File: src/rtl/periph_req_arb.sv
// periph_req_arb: peripheral request front-end for the DMA controller.
// Level TX/RX requests from peripherals 1..NUM_PERIPH are captured into
// pending latches, arbitrated round-robin over the slot ring
// TX1, RX1, TX2, RX2, ... into one grant handshake, and acknowledged with
// a CLR_CYCLES-wide clear pulse followed by a HOLDOFF re-capture blackout.
// Optional build macro PERIPH_REQ_SYNC_EN: requests pass through a
// 2-flop synchronizer before capture (req-to-grant latency 4 instead of 2).

module periph_req_arb #(
   parameter int NUM_PERIPH = 31,
   parameter int CLR_CYCLES = 1,
   parameter int HOLDOFF    = 2,
   parameter int IDX_W      = $clog2(NUM_PERIPH + 1)
) (
   input  logic                clk,
   input  logic                reset,
   input  logic [NUM_PERIPH:0] periph_tx_req,
   input  logic [NUM_PERIPH:0] periph_rx_req,
   output logic [NUM_PERIPH:0] periph_tx_clr,
   output logic [NUM_PERIPH:0] periph_rx_clr,
   input  logic [NUM_PERIPH:0] tx_en,
   input  logic [NUM_PERIPH:0] rx_en,
   output logic                gnt_valid,
   input  logic                gnt_ready,
   output logic [IDX_W-1:0]    gnt_periph,
   output logic                gnt_dir,
   input  logic                xfer_done,
   output logic [NUM_PERIPH:0] tx_pend,
   output logic [NUM_PERIPH:0] rx_pend,
   output logic                busy
);

   // Slot k serves peripheral k/2+1; even slots are TX, odd slots are RX.
   localparam int NS    = 2 * NUM_PERIPH;
   localparam int SL_W  = $clog2(NS);
   localparam int CNT_W = (CLR_CYCLES > 1) ? $clog2(CLR_CYCLES) : 1;
   localparam int HO_W  = (HOLDOFF > 0) ? $clog2(HOLDOFF + 1) : 1;

   localparam logic [SL_W:0]   NS_W    = (SL_W + 1)'(NS);
   localparam logic [SL_W-1:0] PTR_RST = SL_W'(NS - 1);

   typedef enum logic [1:0] {
      IDLE  = 2'd0,
      GRANT = 2'd1,
      BUSY  = 2'd2,
      CLR   = 2'd3
   } state_t;

   state_t            state_q, state_d;
   logic [SL_W-1:0]   ptr_q, ptr_d;
   logic [IDX_W-1:0]  gp_q, gp_d;
   logic              gd_q, gd_d;
   logic [CNT_W-1:0]  cnt_q, cnt_d;
   logic              clr_done;

   logic [NUM_PERIPH:0] tx_req_eff, rx_req_eff;
   logic [NS-1:0]       req_slot, en_slot, pend_q;
   logic                owned;
   logic                found;
   logic [SL_W-1:0]     sel;
   logic [SL_W:0]       cand_sum;

`ifdef PERIPH_REQ_SYNC_EN
   logic [NUM_PERIPH:0] tx_s1, tx_s2, rx_s1, rx_s2;

   // Two-flop synchronizer on the raw request levels.
   // NOTE: sequential state uses non-blocking assignments so every flop
   // samples the pre-edge value of its neighbours, independent of order.
   always_ff @(posedge clk) begin
      if (reset) begin
         tx_s1 <= '0;
         tx_s2 <= '0;
         rx_s1 <= '0;
         rx_s2 <= '0;
      end else begin
         tx_s1 <= periph_tx_req;
         tx_s2 <= tx_s1;
         rx_s1 <= periph_rx_req;
         rx_s2 <= rx_s1;
      end
   end

   assign tx_req_eff = tx_s2;
   assign rx_req_eff = rx_s2;
`else
   assign tx_req_eff = periph_tx_req;
   assign rx_req_eff = periph_rx_req;
`endif

   // Bit 0 of every vector is reserved and deliberately ignored.
   logic unused_bits;
   assign unused_bits = ^{tx_req_eff[0], rx_req_eff[0], tx_en[0], rx_en[0]};

   // A slot is owned by the FSM from grant until its clear pulse ends.
   assign owned = (state_q != IDLE);

   // Map peripheral vectors onto the slot ring and back.
   for (genvar p = 1; p <= NUM_PERIPH; p++) begin : g_map
      assign req_slot[2*p-2] = tx_req_eff[p];
      assign req_slot[2*p-1] = rx_req_eff[p];
      assign en_slot[2*p-2]  = tx_en[p];
      assign en_slot[2*p-1]  = rx_en[p];
      assign tx_pend[p]      = pend_q[2*p-2];
      assign rx_pend[p]      = pend_q[2*p-1];
      assign periph_tx_clr[p] = (state_q == CLR) && (ptr_q == SL_W'(2*p-2));
      assign periph_rx_clr[p] = (state_q == CLR) && (ptr_q == SL_W'(2*p-1));
   end
   assign tx_pend[0]       = 1'b0;
   assign rx_pend[0]       = 1'b0;
   assign periph_tx_clr[0] = 1'b0;
   assign periph_rx_clr[0] = 1'b0;

   // Per-slot pending latch and holdoff counter.
   for (genvar k = 0; k < NS; k++) begin : g_slot
      logic            pend_r;
      logic [HO_W-1:0] hold_q;
      logic            mine;

      assign mine      = owned && (ptr_q == SL_W'(k));
      assign pend_q[k] = pend_r;

      // Capture when enabled and out of holdoff; release on enable drop or
      // at the end of this slot's clear pulse.
      always_ff @(posedge clk) begin
         if (reset) begin
            pend_r <= 1'b0;
            hold_q <= '0;
         end else begin
            if (hold_q != '0) begin
               hold_q <= hold_q - HO_W'(1);
            end
            if (mine) begin
               if (clr_done) begin
                  pend_r <= 1'b0;
                  hold_q <= HO_W'(HOLDOFF);
               end
            end else if (!en_slot[k]) begin
               pend_r <= 1'b0;
            end else if (req_slot[k] && (hold_q == '0)) begin
               pend_r <= 1'b1;
            end
         end
      end
   end

   // Round-robin search: first pending slot strictly after the pointer.
   // NOTE: every signal written here gets a default first, so no path
   // leaves a value unassigned and no latch is inferred.
   always_comb begin
      found    = 1'b0;
      sel      = ptr_q;
      cand_sum = '0;
      for (int i = 1; i <= NS; i++) begin
         cand_sum = {1'b0, ptr_q} + (SL_W + 1)'(i);
         if (cand_sum >= NS_W) begin
            cand_sum = cand_sum - NS_W;
         end
         if (!found && pend_q[cand_sum[SL_W-1:0]]) begin
            found = 1'b1;
            sel   = cand_sum[SL_W-1:0];
         end
      end
   end

   // Grant FSM next-state logic.
   always_comb begin
      state_d  = state_q;
      ptr_d    = ptr_q;
      gp_d     = gp_q;
      gd_d     = gd_q;
      cnt_d    = cnt_q;
      clr_done = 1'b0;
      case (state_q)
         IDLE: begin
            if (found) begin
               state_d = GRANT;
               ptr_d   = sel;
               gp_d    = IDX_W'(sel >> 1) + IDX_W'(1);
               gd_d    = sel[0];
            end
         end
         GRANT: begin
            if (gnt_ready) begin
               state_d = BUSY;
            end
         end
         BUSY: begin
            if (xfer_done) begin
               state_d = CLR;
               cnt_d   = CNT_W'(CLR_CYCLES - 1);
            end
         end
         CLR: begin
            if (cnt_q == '0) begin
               state_d  = IDLE;
               clr_done = 1'b1;
            end else begin
               cnt_d = cnt_q - CNT_W'(1);
            end
         end
         default: state_d = IDLE;
      endcase
   end

   // Grant FSM state register.
   always_ff @(posedge clk) begin
      if (reset) begin
         state_q <= IDLE;
         ptr_q   <= PTR_RST;
         gp_q    <= '0;
         gd_q    <= 1'b0;
         cnt_q   <= '0;
      end else begin
         state_q <= state_d;
         ptr_q   <= ptr_d;
         gp_q    <= gp_d;
         gd_q    <= gd_d;
         cnt_q   <= cnt_d;
      end
   end

   assign gnt_valid  = (state_q == GRANT);
   assign gnt_periph = gp_q;
   assign gnt_dir    = gd_q;
   assign busy       = owned;

endmodule
File: config.mk
export PLATFORM = sky130hd
export DESIGN_NAME = periph_req_arb
export DESIGN_NICKNAME = d
export VERILOG_FILES = /design/src/rtl/periph_req_arb.sv
export SDC_FILE = /design/constraint.sdc
export NUM_CORES = 2
export LEC_CHECK = 0
export BUFFER_PORTS_ARGS = -buffer_cell sky130_fd_sc_hd__buf_2
export CORE_MARGIN = 5
export CORE_UTILIZATION = 30
export DETAILED_ROUTE_END_ITERATION = 7
export HOLD_SLACK_MARGIN = 0.03
export PLACE_DENSITY = 0.41
export SYNTH_ARGS = -nofsm -noshare
export SYNTH_HDL_FRONTEND = slang
export SYNTH_SLANG_ARGS = --single-unit
export TNS_END_PERCENT = 50
File: constraint.sdc
create_clock -name clk -period 12.2 [get_ports clk]
set_input_delay 1.22 -clock clk [delete_from_list [all_inputs] [get_ports clk]]
set_output_delay 1.22 -clock clk [all_outputs]
set_load 0.02 [all_outputs]
==> impl_metrics.py <==
metrics = {
    "clock_tree": {
        "h-tree-depth": 4,
        "clockBufferDepth": 3,
        "clockRootBuffer": "clkbuf_16",
        "cts_hold_buf": 0,
        "cts_setup_buffers": 0,
        "cts_resized": 0,
        "clock-sinks": 200,
        "tritoncts": "yes",
        "cts.clk_slew.worst_paths_ns": 0.08,
        "clk-insertion-delay-late_ns": 0.52,
        "cts_buffers": 25,
    },
    "worst_setup_path": {
        "max_stage_delay_ns": 1.00,
        "end_kind": "flip-flop",
        "startpoint": "ptr_q[0]",
        "cp_max_fo": 33,
        "slowest_stage": "nor4_1",
        "criticalPathCategory": "reg -> reg",
        "worst_path_most_repeated_cell": "ha_1",
        "startpoint_type": "flip-flop",
        "crit_arrival_ns": 11.31,
        "r2r-start": "ptr_q[0]",
        "required_ns": 12.63,
    },
    "sta": {
        "final.setup_skew_ns": 0.02782,
        "hold-worst-slack_ns": 0.4517,
        "finalMaxSlewViolations": 4,
        "clock.fmax_mhz": 91.95,
        "setup_viol": 0,
        "tns_ns": 0,
        "slew_headroom_pct": -0.9463,
        "rsz0062_at_grt": "false",
        "tightest_slew_ns": 1.503,
        "finalCriticalPeriod_ns": 10.88,
        "fin_crit_sh_pct": 89.14,
        "hold_viol": 0,
    },
    "detailed_routing": {
        "routed_wl_um": 385700,
        "drc": 0,
        "dr.pass1.iters": 6,
        "viasPerCell": 7.333,
        "vias": 63550,
        "antenna_left": 0,
        "detail_route.wl_per_cell_um": 44.51,
        "drt-initial-drc-count": 10540,
    },
    "synth": {
        "ys_ff_latch": 200,
        "syn_inst": 6528,
        "ys_warn_count": 0,
        "yosysMostFrequentCell": "nand2_1",
        "synth_area_leaders": "mux4_2 (14%), dfxtp_1 (8.4%), mux2i_1 (7.1%), nand2_1 (5.5%), nor2_1 (5.2%)",
        "avgSynthCellArea_um2": 7.326,
        "synth_area_um2": 47830,
        "netlist-cell-type-count": 124,
        "synthFlopType": "dfxtp_1",
        "yosysTopAreaCell": "mux4_2",
        "ys_seq_area_share_pct": 8.371,
        "synth_edf_count": 0,
        "yosys.area.top_type_share_pct": 13.94,
        "ys_top_cells_by_count": "nand2_1 (698), nor2_1 (667), a21oi_1 (491)",
        "async_flop_share_pct": 0,
    },
    "run_status": {
        "violations": "capacitance limit, slew limit",
        "status": "finished, violations left",
    },
    "job": {
        "cap_violations": 1,
    },
    "finish": {
        "utilization_pct": 33.66,
        "syn_to_final_growth_pct": 11.48,
        "nNetsFinal": 6715,
        "drive_gt1_share_pct": 20.92,
    },
    "floorplan": {
        "io_pins": 268,
        "rows": 146,
        "die_h_um": 409.3,
        "core-area_um2": 158400,
        "initial_core_util_pct": 30.20,
        "die_x_um": 409.3,
        "die_area_um2": 167500,
    },
    "place": {
        "io_buffers": 259,
        "post-dp-hpwl_um": 284000,
        "place.gp.congestion": 1.085,
    },
    "grt": {
        "grt_pass1_wl_um": 508300,
        "grt_usage_pct": 43.46,
        "grt_antenna_before_repair": 82,
        "grt-ovfl-total": 0,
        "grt_max_degree": 104,
        "grt_pass1_vias": 56660,
    },
    "hold_path": {
        "min_path_type": "reg -> reg",
        "min_from": "g_slot[41].hold_q[0]",
    },
}
==> cell type report <==
class	instances	area (µm²)
multi-input cells	5529	40900
diodes	44	110.1
flip-flops and latches	200	4026
clock inverters	5	103.9
well taps	2072	2592
repair buffers	688	4573
fillers	17160	105100
inverters	100	379.1
clock buffers	28	636.9
==> critical path: cells and delay by family, from the launching register on <==
family | cells | cell delay [ns]
compound gates | 13 | 3.97
simple gates | 8 | 3.35
buf+inv | 3 | 1.19
fa+ha+maj | 3 | 0.88
xor+xnor | 2 | 0.78
flops | 1 | 0.53
==> state kept, by name, indices dropped and copies added (netlist names) <==
name           count
g_slot.hold_q    124
g_slot.pend_r     62
ptr_q              6
gnt_periph         5
state_q            2
gnt_dir            1
==> kinds of logic after synthesis <==
group	synth area share [%]
xor+xnor	3.822
compound gates	31.63
fa+ha+maj	1.020
mux	23.58
buf+inv	7.563
flops	8.371
other cells	0.007841
simple gates	24.00
==> metal layers <==
layer	part of all wire, %	global-route usage (%)
met5	0.044	0
met4	8.6	30.31
met3	13	14.79
met2	40	61.96
met1	38	54.79
==> final timing paths <==
path                          end  slack (ns)  cells after the start
max                 gnt_periph[4]        1.32                     29
min          g_slot[41].hold_q[0]        0.45                      1
max reg2reg         gnt_periph[4]        1.32                     29
min reg2reg  g_slot[41].hold_q[0]        0.45                      1
==> stage by stage <==
| stage | instances | worst slack, ns | cell area, µm² |
|---|---|---|---|
| after floorplan | 6531 | 2.631 | 47840 |
| after CTS | 8622 | 1.671 | 53200 |
| after global placement | 8588 | 1.743 | 52450 |
| after detailed placement | 8589 | 1.697 | 52460 |
| final | 8666 | 1.325 | 53320 |
| after global routing | 8628 | 1.049 | 53220 |
==> layout by cell type, fill, tap and decap left out, drive strengths merged, types with 61 or more instances in the layout <==
| cell type | n |
|---|---|
| buf | 688 |
| inv | 89 |
| mux2i | 347 |
| o2111ai | 61 |
| nand2 | 699 |
| nor2 | 668 |
| nand4 | 93 |
| o211ai | 144 |
| o21ai | 387 |
| a21oi | 500 |
| mux2 | 98 |
| mux4 | 296 |
| dfxtp | 200 |
| and3 | 61 |
| nand3 | 207 |
| nor4b | 68 |
| xnor2 | 188 |
| a31oi | 89 |
| o221ai | 79 |
| nor3 | 180 |
| a211oi | 182 |
Power is left out: the tool's default activity adds up to more than one toggle a clock period on the data nets, which glitch-free logic cannot reach.
